### src/rtl/clock_output_divider.sv
// Forwarded-clock generator: divides CLK by a runtime divisor N.
// Start/stop at period boundaries, divisor changes deferred to boundaries.
`timescale 1ns/1ps
module clock_output_divider #(
    parameter int DIV_WIDTH = 8,
    parameter int RESET_DIV = 2
) (
    input  logic                 CLK,
    input  logic                 RST_N,
    input  logic                 EN_start,
    input  logic                 EN_stop,
    input  logic                 EN_setDivisor,
    input  logic [DIV_WIDTH-1:0] setDivisor_div,
    output logic                 RDY_setDivisor,
    output logic                 CLK_OUT,
    output logic                 CLK_GATE_OUT,
    output logic                 RISE_PULSE
);

    typedef enum logic [1:0] {
        STOPPED  = 2'd0,
        RUNNING  = 2'd1,
        STOPPING = 2'd2
    } state_t;

    localparam logic [DIV_WIDTH-1:0] RST_DIV = DIV_WIDTH'(RESET_DIV);
    localparam logic [DIV_WIDTH-1:0] MIN_DIV = DIV_WIDTH'(2);
    localparam logic [DIV_WIDTH-1:0] ONE     = DIV_WIDTH'(1);

    state_t               state_q, state_d;
    logic [DIV_WIDTH-1:0] cnt_q, cnt_d;
    logic [DIV_WIDTH-1:0] div_q, div_d;
    logic [DIV_WIDTH-1:0] pend_div_q, pend_div_d;
    logic                 pend_q, pend_d;
    logic                 clk_out_q, clk_out_d;
    logic                 gate_q, gate_d;
    logic                 rise_q, rise_d;
    logic                 rdy_q, rdy_d;

    logic [DIV_WIDTH-1:0] wr_div;
    logic                 wr_acc;
    logic                 boundary;
    logic                 run_d;

    always_comb begin
        wr_div     = (setDivisor_div < MIN_DIV) ? MIN_DIV : setDivisor_div;
        wr_acc     = EN_setDivisor && rdy_q;
        boundary   = (cnt_q == (div_q - ONE));
        state_d    = state_q;
        cnt_d      = cnt_q;
        div_d      = div_q;
        pend_d     = pend_q;
        pend_div_d = pend_div_q;
        unique case (state_q)
            STOPPED: begin
                if (wr_acc) begin
                    div_d = wr_div;
                end
                if (EN_start && !EN_stop) begin
                    state_d = RUNNING;
                    cnt_d   = '0;
                end
            end
            RUNNING, STOPPING: begin
                if (EN_stop) begin
                    state_d = STOPPING;
                end else if (EN_start) begin
                    state_d = RUNNING;
                end
                cnt_d = boundary ? '0 : cnt_q + ONE;
                if (boundary && pend_q) begin
                    div_d  = pend_div_q;
                    pend_d = 1'b0;
                end
                if (boundary && state_d == STOPPING) begin
                    state_d = STOPPED;
                    cnt_d   = '0;
                end
                // A write landing as we drop to STOPPED can apply directly
                if (wr_acc) begin
                    if (state_d == STOPPED) begin
                        div_d = wr_div;
                    end else begin
                        pend_d     = 1'b1;
                        pend_div_d = wr_div;
                    end
                end
            end
            default: begin
                state_d = STOPPED;
                cnt_d   = '0;
            end
        endcase
        run_d     = (state_d != STOPPED);
        rdy_d     = !pend_d;
        gate_d    = run_d;
        clk_out_d = run_d && (cnt_d < (div_d >> 1));
        rise_d    = run_d && (cnt_d == '0);
    end

    always_ff @(posedge CLK or negedge RST_N) begin
        if (!RST_N) begin
            state_q    <= STOPPED;
            cnt_q      <= '0;
            div_q      <= RST_DIV;
            pend_div_q <= '0;
            pend_q     <= 1'b0;
            clk_out_q  <= 1'b0;
            gate_q     <= 1'b0;
            rise_q     <= 1'b0;
            rdy_q      <= 1'b1;
        end else begin
            state_q    <= state_d;
            cnt_q      <= cnt_d;
            div_q      <= div_d;
            pend_div_q <= pend_div_d;
            pend_q     <= pend_d;
            clk_out_q  <= clk_out_d;
            gate_q     <= gate_d;
            rise_q     <= rise_d;
            rdy_q      <= rdy_d;
        end
    end

    assign RDY_setDivisor = rdy_q;
    assign CLK_OUT        = clk_out_q;
    assign CLK_GATE_OUT   = gate_q;
    assign RISE_PULSE     = rise_q;

endmodule

### config.mk
export PLATFORM = sky130hd
export DESIGN_NAME = clock_output_divider
export DESIGN_NICKNAME = d
export VERILOG_FILES = /design/src/rtl/clock_output_divider.sv
export SDC_FILE = /design/constraint.sdc
export NUM_CORES = 1
export LEC_CHECK = 0
export CORE_ASPECT_RATIO = 1.4
export CORE_UTILIZATION = 63
export CTS_CLUSTER_DIAMETER = 150
export DETAILED_ROUTE_END_ITERATION = 16
export GPL_ROUTABILITY_DRIVEN = 0
export PLACE_DENSITY = 0.92
export SLEW_MARGIN = 20
export SYNTH_ARGS = -nofsm -noshare
export SYNTH_HDL_FRONTEND = slang
export SYNTH_SLANG_ARGS = --single-unit
export TNS_END_PERCENT = 20
### constraint.sdc
create_clock -name CLK -period 9 [get_ports CLK]
set_clock_uncertainty 0.1 [all_clocks]
set_input_delay 0.9 -clock CLK [delete_from_list [all_inputs] [get_ports CLK]]
set_output_delay 0.9 -clock CLK [all_outputs]
set_load 0.05 [all_outputs]
Word level (Yosys, flattened, before mapping)
Index checks and enable logic that the tools add are counted.
{"block": "totals", "regBits": 31, "inputBits": 13, "elab_cells": 57}
{"block": "op_classes", "bitwise_logic": 1, "n_reduce_logical": 16, "n_mux": 21, "n_eq_ne": 5, "order_cmp": 2, "n_addsub": 2}
{"cell": "$mux W8", "count": 8}
{"cell": "$pmux W8 S2", "count": 2}
{"cell": "$mux W2", "count": 6}
{"cell": "$add A8 B1 Y8 const B", "count": 1}
{"cell": "$eq A8 B8 Y1", "count": 1}
{"cell": "$logic_not A8 Y1", "count": 1}
{"cell": "$lt A8 B2 Y1 const B", "count": 1}
{"cell": "$lt A8 B7 Y1", "count": 1}
{"cell": "$sub A8 B1 Y8 const B", "count": 1}
{"cell": "$logic_and A1 B1 Y1", "count": 6}
{"cell": "$eq A2 B2 Y1 const B", "count": 2}
{"cell": "$logic_not A2 Y1", "count": 2}
{"cell": "$mux W1", "count": 4}
{"cell": "$pmux W2 S2", "count": 1}
{"cell": "$reduce_bool A2 Y1", "count": 2}
{"cell": "$reduce_and A3 Y1", "count": 1}
{"cell": "$eq A2 B1 Y1 const B", "count": 1}
{"cell": "$logic_not A1 Y1", "count": 2}
{"cell": "$ne A2 B2 Y1 const B", "count": 1}
{"cell": "$reduce_and A2 Y1", "count": 1}
{"cell": "$reduce_or A2 Y1", "count": 1}
{"cell": "$not A1 Y1", "count": 1}

Longest topological paths before layout
{"block": "logic_depth", "word_depth": 13, "mapped_depth": 17, "mapped_depth_nobuf": 16}

Worst setup path before layout
No wires, ideal clock.
{"block": "synth_path", "path_kind": "reg2reg", "from": "register div_q[0]", "to": "register clk_out_q (netlist: CLK_OUT)", "arrival_time_ns": 3.477, "period_less_slack_ns": 3.650, "setup_time_ns": 0.073, "path_stages_with_launch": 16, "n_path_buf": 0, "setup_slack_ns": 5.350, "path_cell_list": "dfrtp_1 > inv_1 > ha_1 > or3b_1 > a211oi_2 > o211ai_2 > nor4_4 > mux2i_1 > nor2_1 > a21oi_1 > o21a_1 > ha_1 > a21oi_1 > nor2b_1 > a2111oi_2 > a21boi_2"}
{"block": "synth_between", "elab_chain_cells": 11}
{"element": "start, declared", "line_no": "32", "rtl": "logic [DIV_WIDTH-1:0] div_q, div_d;"}
{"element": "start signal, assigned", "line_no": "115", "rtl": "div_q <= div_d;"}
{"element": "$sub A8 B1 Y8 (*)", "line_no": "48", "rtl": "boundary = (cnt_q == (div_q - ONE));"}
{"element": "$eq A8 B8 Y1 (*)", "line_no": "48"}
{"element": "$logic_and A1 B1 Y1", "line_no": "75", "rtl": "if (boundary && state_d == STOPPING) begin"}
{"element": "$mux W2", "line_no": "75"}
{"element": "$mux W2", "line_no": "54", "rtl": "unique case (state_q)"}
{"element": "$logic_not A2 Y1", "line_no": "81", "rtl": "if (state_d == STOPPED) begin"}
{"element": "$mux W8", "line_no": "81"}
{"element": "$mux W8", "line_no": "80", "rtl": "if (wr_acc) begin"}
{"element": "$pmux W8 S2", "line_no": "54"}
{"element": "$lt A8 B7 Y1", "line_no": "97", "rtl": "clk_out_d = run_d && (cnt_d < (div_d >> 1));"}
{"element": "$logic_and A1 B1 Y1 (*)", "line_no": "97"}
{"element": "named net clk_out_d", "line_no": "35", "rtl": "logic clk_out_q, clk_out_d;"}
{"element": "end signal, assigned", "line_no": "118", "rtl": "clk_out_q <= clk_out_d;"}
{"element": "end, declared", "line_no": "35"}
Mark *: on every way through the listed nets, which the timed path passes. The rest lies on a longest branch. The select of a mux whose other input is x is not followed.
A chain may end at the register's enable or synchronous reset.

Final worst setup path
Same ends and word-level chain as after synthesis.

==> summary.txt <==
Critical path
  – CP Class: flip-flop to flip-flop
  – Worst path required time: 9120 ps
  – Critical Path Source: div_q[0]
  – Crit path arrival time: 4330 ps
  – Critical Path Start Type: flip-flop
  – FF-to-FF Start: div_q[0]
  – Crit Path Max Fanout: 10
  – Crit end category: flip-flop

Cells and area
  – Fin util: 76.6%
  – Commonest non-fill, non-tap cell in the layout: dfrtp_1
  – Antenna cells: 0
  – Proportion of layout cells with a drive suffix above 1: 12.9%
  – Final net count: around 280
  – Final non-filler cell area: 2460 sq um
  – Most frequent cells in the layout: dfrtp_1 (29), nand2_1 (25), nor2_1 (20)
  – Non-filler cells, final: about 290
  – P&R area growth vs syn: 13.1%

Logic synthesis
  – Post-Synth Simple-Gate Area: 19.2%
  – Area contributors post-synth: dfrtp_1 (33%), ha_1 (5.7%), nand2_1 (4.3%), a21oi_1 (3.7%), mux2i_1 (3.7%)
  – Primary FF master, synth: dfrtp_1
  – Synth warnings: 0
  – Largest family of logic cells by synthesized area: compound AO/OA/AOI/OAI gates
  – Async SR Flop Fraction: 100%
  – Total nets after synthesis: 260
  – XOR/XNOR Fraction of Synth Area: between 4 and 5%
  – Post-synthesis cell area: 2180 sq um
  – Area fraction of the dominant cell type after synthesis: between 30% and 40%
  – Mapped Avg Cell Area: 9.19 sq um
  – #FFs+latches synth: 31
  – Synth Area in Adders: 5.75%
  – Synth Area in Compound Gates: 23.4%
  – Post-Syn Instances: 237
  – Multiplexer share of the synthesized area: under 10%
  – Top cell type by total area after synthesis: dfrtp_1
  – Synth unique cells: 53
  – Post-synth EDFFs: 0
  – Sequential fraction of the synthesis area: a little over a third

GRT
  – Initial antenna violation count: 0
  – Total track usage: 32.8%
  – Largest net degree at the start of global routing: 32
  – Grt total ovfl: 0
  – First-pass GRT wire length: 8780 um
  – Vias in the first global route: 1866

Detailed routing
  – Detailed-route vias per instance: 6.67
  – Pre-antenna DRT Iters: 7
  – DRT met1 WL: between 2000 and 2500 um
  – Met3 wire len: 410 um
  – DRC violations left: 0
  – Routed vias: 1960
  – Drt initial violations: 160
  – Metal2 WL: between 2000 and 3000 um
  – Wirelength per Cell: roughly 18 um
  – Top sig layer: met4
  – Final wirelength: 5410 um
  – Routed Antenna Nets: 0

Hold path
  – Hold Startpoint: pend_div_q[2]
  – Hold crit path type: flip-flop to flip-flop

Timing
  – Final Setup Violations: 0
  – Final Slew Violations: 0
  – Share of the clock period used by the worst path: 46.8%
  – Slew @ Worst Pin: 770 ps
  – Max_slew headroom: 48.3%
  – Min Clock Period, post-route: around 4200 ps
  – RSZ-0062 raised after global routing: no
  – Fin. Hold Viols: 0
  – Fmax: about 240 MHz
  – Setup TNS: 0 ps

Clock tree
  – CTS tree: built
  – CTS H-Tree Depth: 2
  – Postcts setup bufs: 0
  – TritonCTS buffer count: 5
  – Clk_lat worst skew: 290 ps
  – Root Buffer: clkbuf_8
  – Post-CTS Resized: 0
  – # clock sinks: 31
  – Longest Clk Path Bufs: 2
  – Hold_buf cts: 0
  – Worst-path clk slew: 70 ps

Pwr
  – PD cells: 363 nW/um^2
  – Max VDD drop: 242 uV
  – Final Power: roughly 0.89 mW
  – Pleak: around 1.1 nW

Die
  – CORE AREA: 3210 sq um
  – Row Count: 24
  – Die height: 71.6 um
  – Die area: 3700 sq um
  – Die Wd: 51.7 um
  – I/O Pins: 17
  – Starting Density: 67.8%

Place
  – Placed Cells: about 290
  – HPWL after DPL: ~4000 um
  – Placed cell areas: 2360 sq um
  – I/O Buffers: 16

Flow run
  – Max Cap Viol: 0

Run status
  – Status: finished clean
-- metrics by stage --
step,worst slack [ps],hold WS [ps]
after floorplan,5350,358
after global placement,5040,375
after global routing,4520,424
after detailed placement,4870,387
after CTS,4830,403
final,4790,403
-- metal layers --
metal  vias to the layer above  global-route usage (%)
li1                        884                       -
met1                       905                    40.0
met2                       126                    51.9
met3                        45                    7.64
met4                         0                    19.5
met5                         -                       0
-- cells in the mapped netlist (3+ instances only) --
cell type	instances
a21o_1	5
a21oi_1	16
a22oi_1	6
and3_1	3
clkbuf_1	5
dfrtp_1	29
ha_1	10
inv_1	14
mux2_1	3
mux2_2	4
mux2i_1	8
nand2_1	25
nand2b_1	4
nand3_1	8
nor2_1	20
nor2b_1	3
o21a_1	7
o21ai_0	13
or2_2	3
xnor2_1	4
xor2_1	6
-- cells by family (layout without fill, tap and decap cells) --
kind of cell,Yosys count,in the layout
and+or+nand+nor,79,79
AOI/OAI and AO/OA,70,70
DFF,31,31
buffers and inverters,21,39
muxes,15,15
xor gates and xnor gates,11,11
adders and majority gates,10,10
-- final timing paths --
kind                                  to  slack, ps  cells past startpoint
min in group asynchronous       div_q[6]        910                      2
min reg2reg                pend_div_q[2]        400                      1
max                              CLK_OUT       4790                     15
min                        pend_div_q[2]        400                      1
max reg2reg                      CLK_OUT       4790                     15
max in group asynchronous       div_q[1]       7560                      2
-- area by class of cell --
cell class | instances | area [sq um]
Multi-Input combinational cell | 185 | 1320
Timing Repair Buffer | 17 | 168
Inverter | 14 | 52.6
Clock buffer | 8 | 100
Tap cell | 39 | 48.8
Fill cell | 214 | 751
Sequential cell | 31 | 778
-- critical path, cell delays in order, from the launching register on --
cell,delay (ps)
dfrtp_1,430
inv_1,100
ha_1,230
or3b_1,390
a211oi_2,250
o211ai_2,210
nor4_4,740
mux2i_1,280
nor2_1,60
a21oi_1,130
o21a_1,150
ha_1,250
a21oi_1,150
nor2b_1,70
a2111oi_2,370
a21boi_2,210
-- report_power, final --
part,switching (mW),internal [mW],total [mW]
logic,0.313,0.209,0.522
registers,0.0565,0.192,0.249
clock network,0.0526,0.0697,0.122
-- state kept, by name (all words and copies together), names as in the netlist --
signal          flops
RDY_setDivisor      1
div_q               8
pend_div_q          8
pend_q              1
CLK_OUT             1
cnt_q               8
RISE_PULSE          1
CLK_GATE_OUT        1
state_q             2
(Power assumes the default switching activity.)
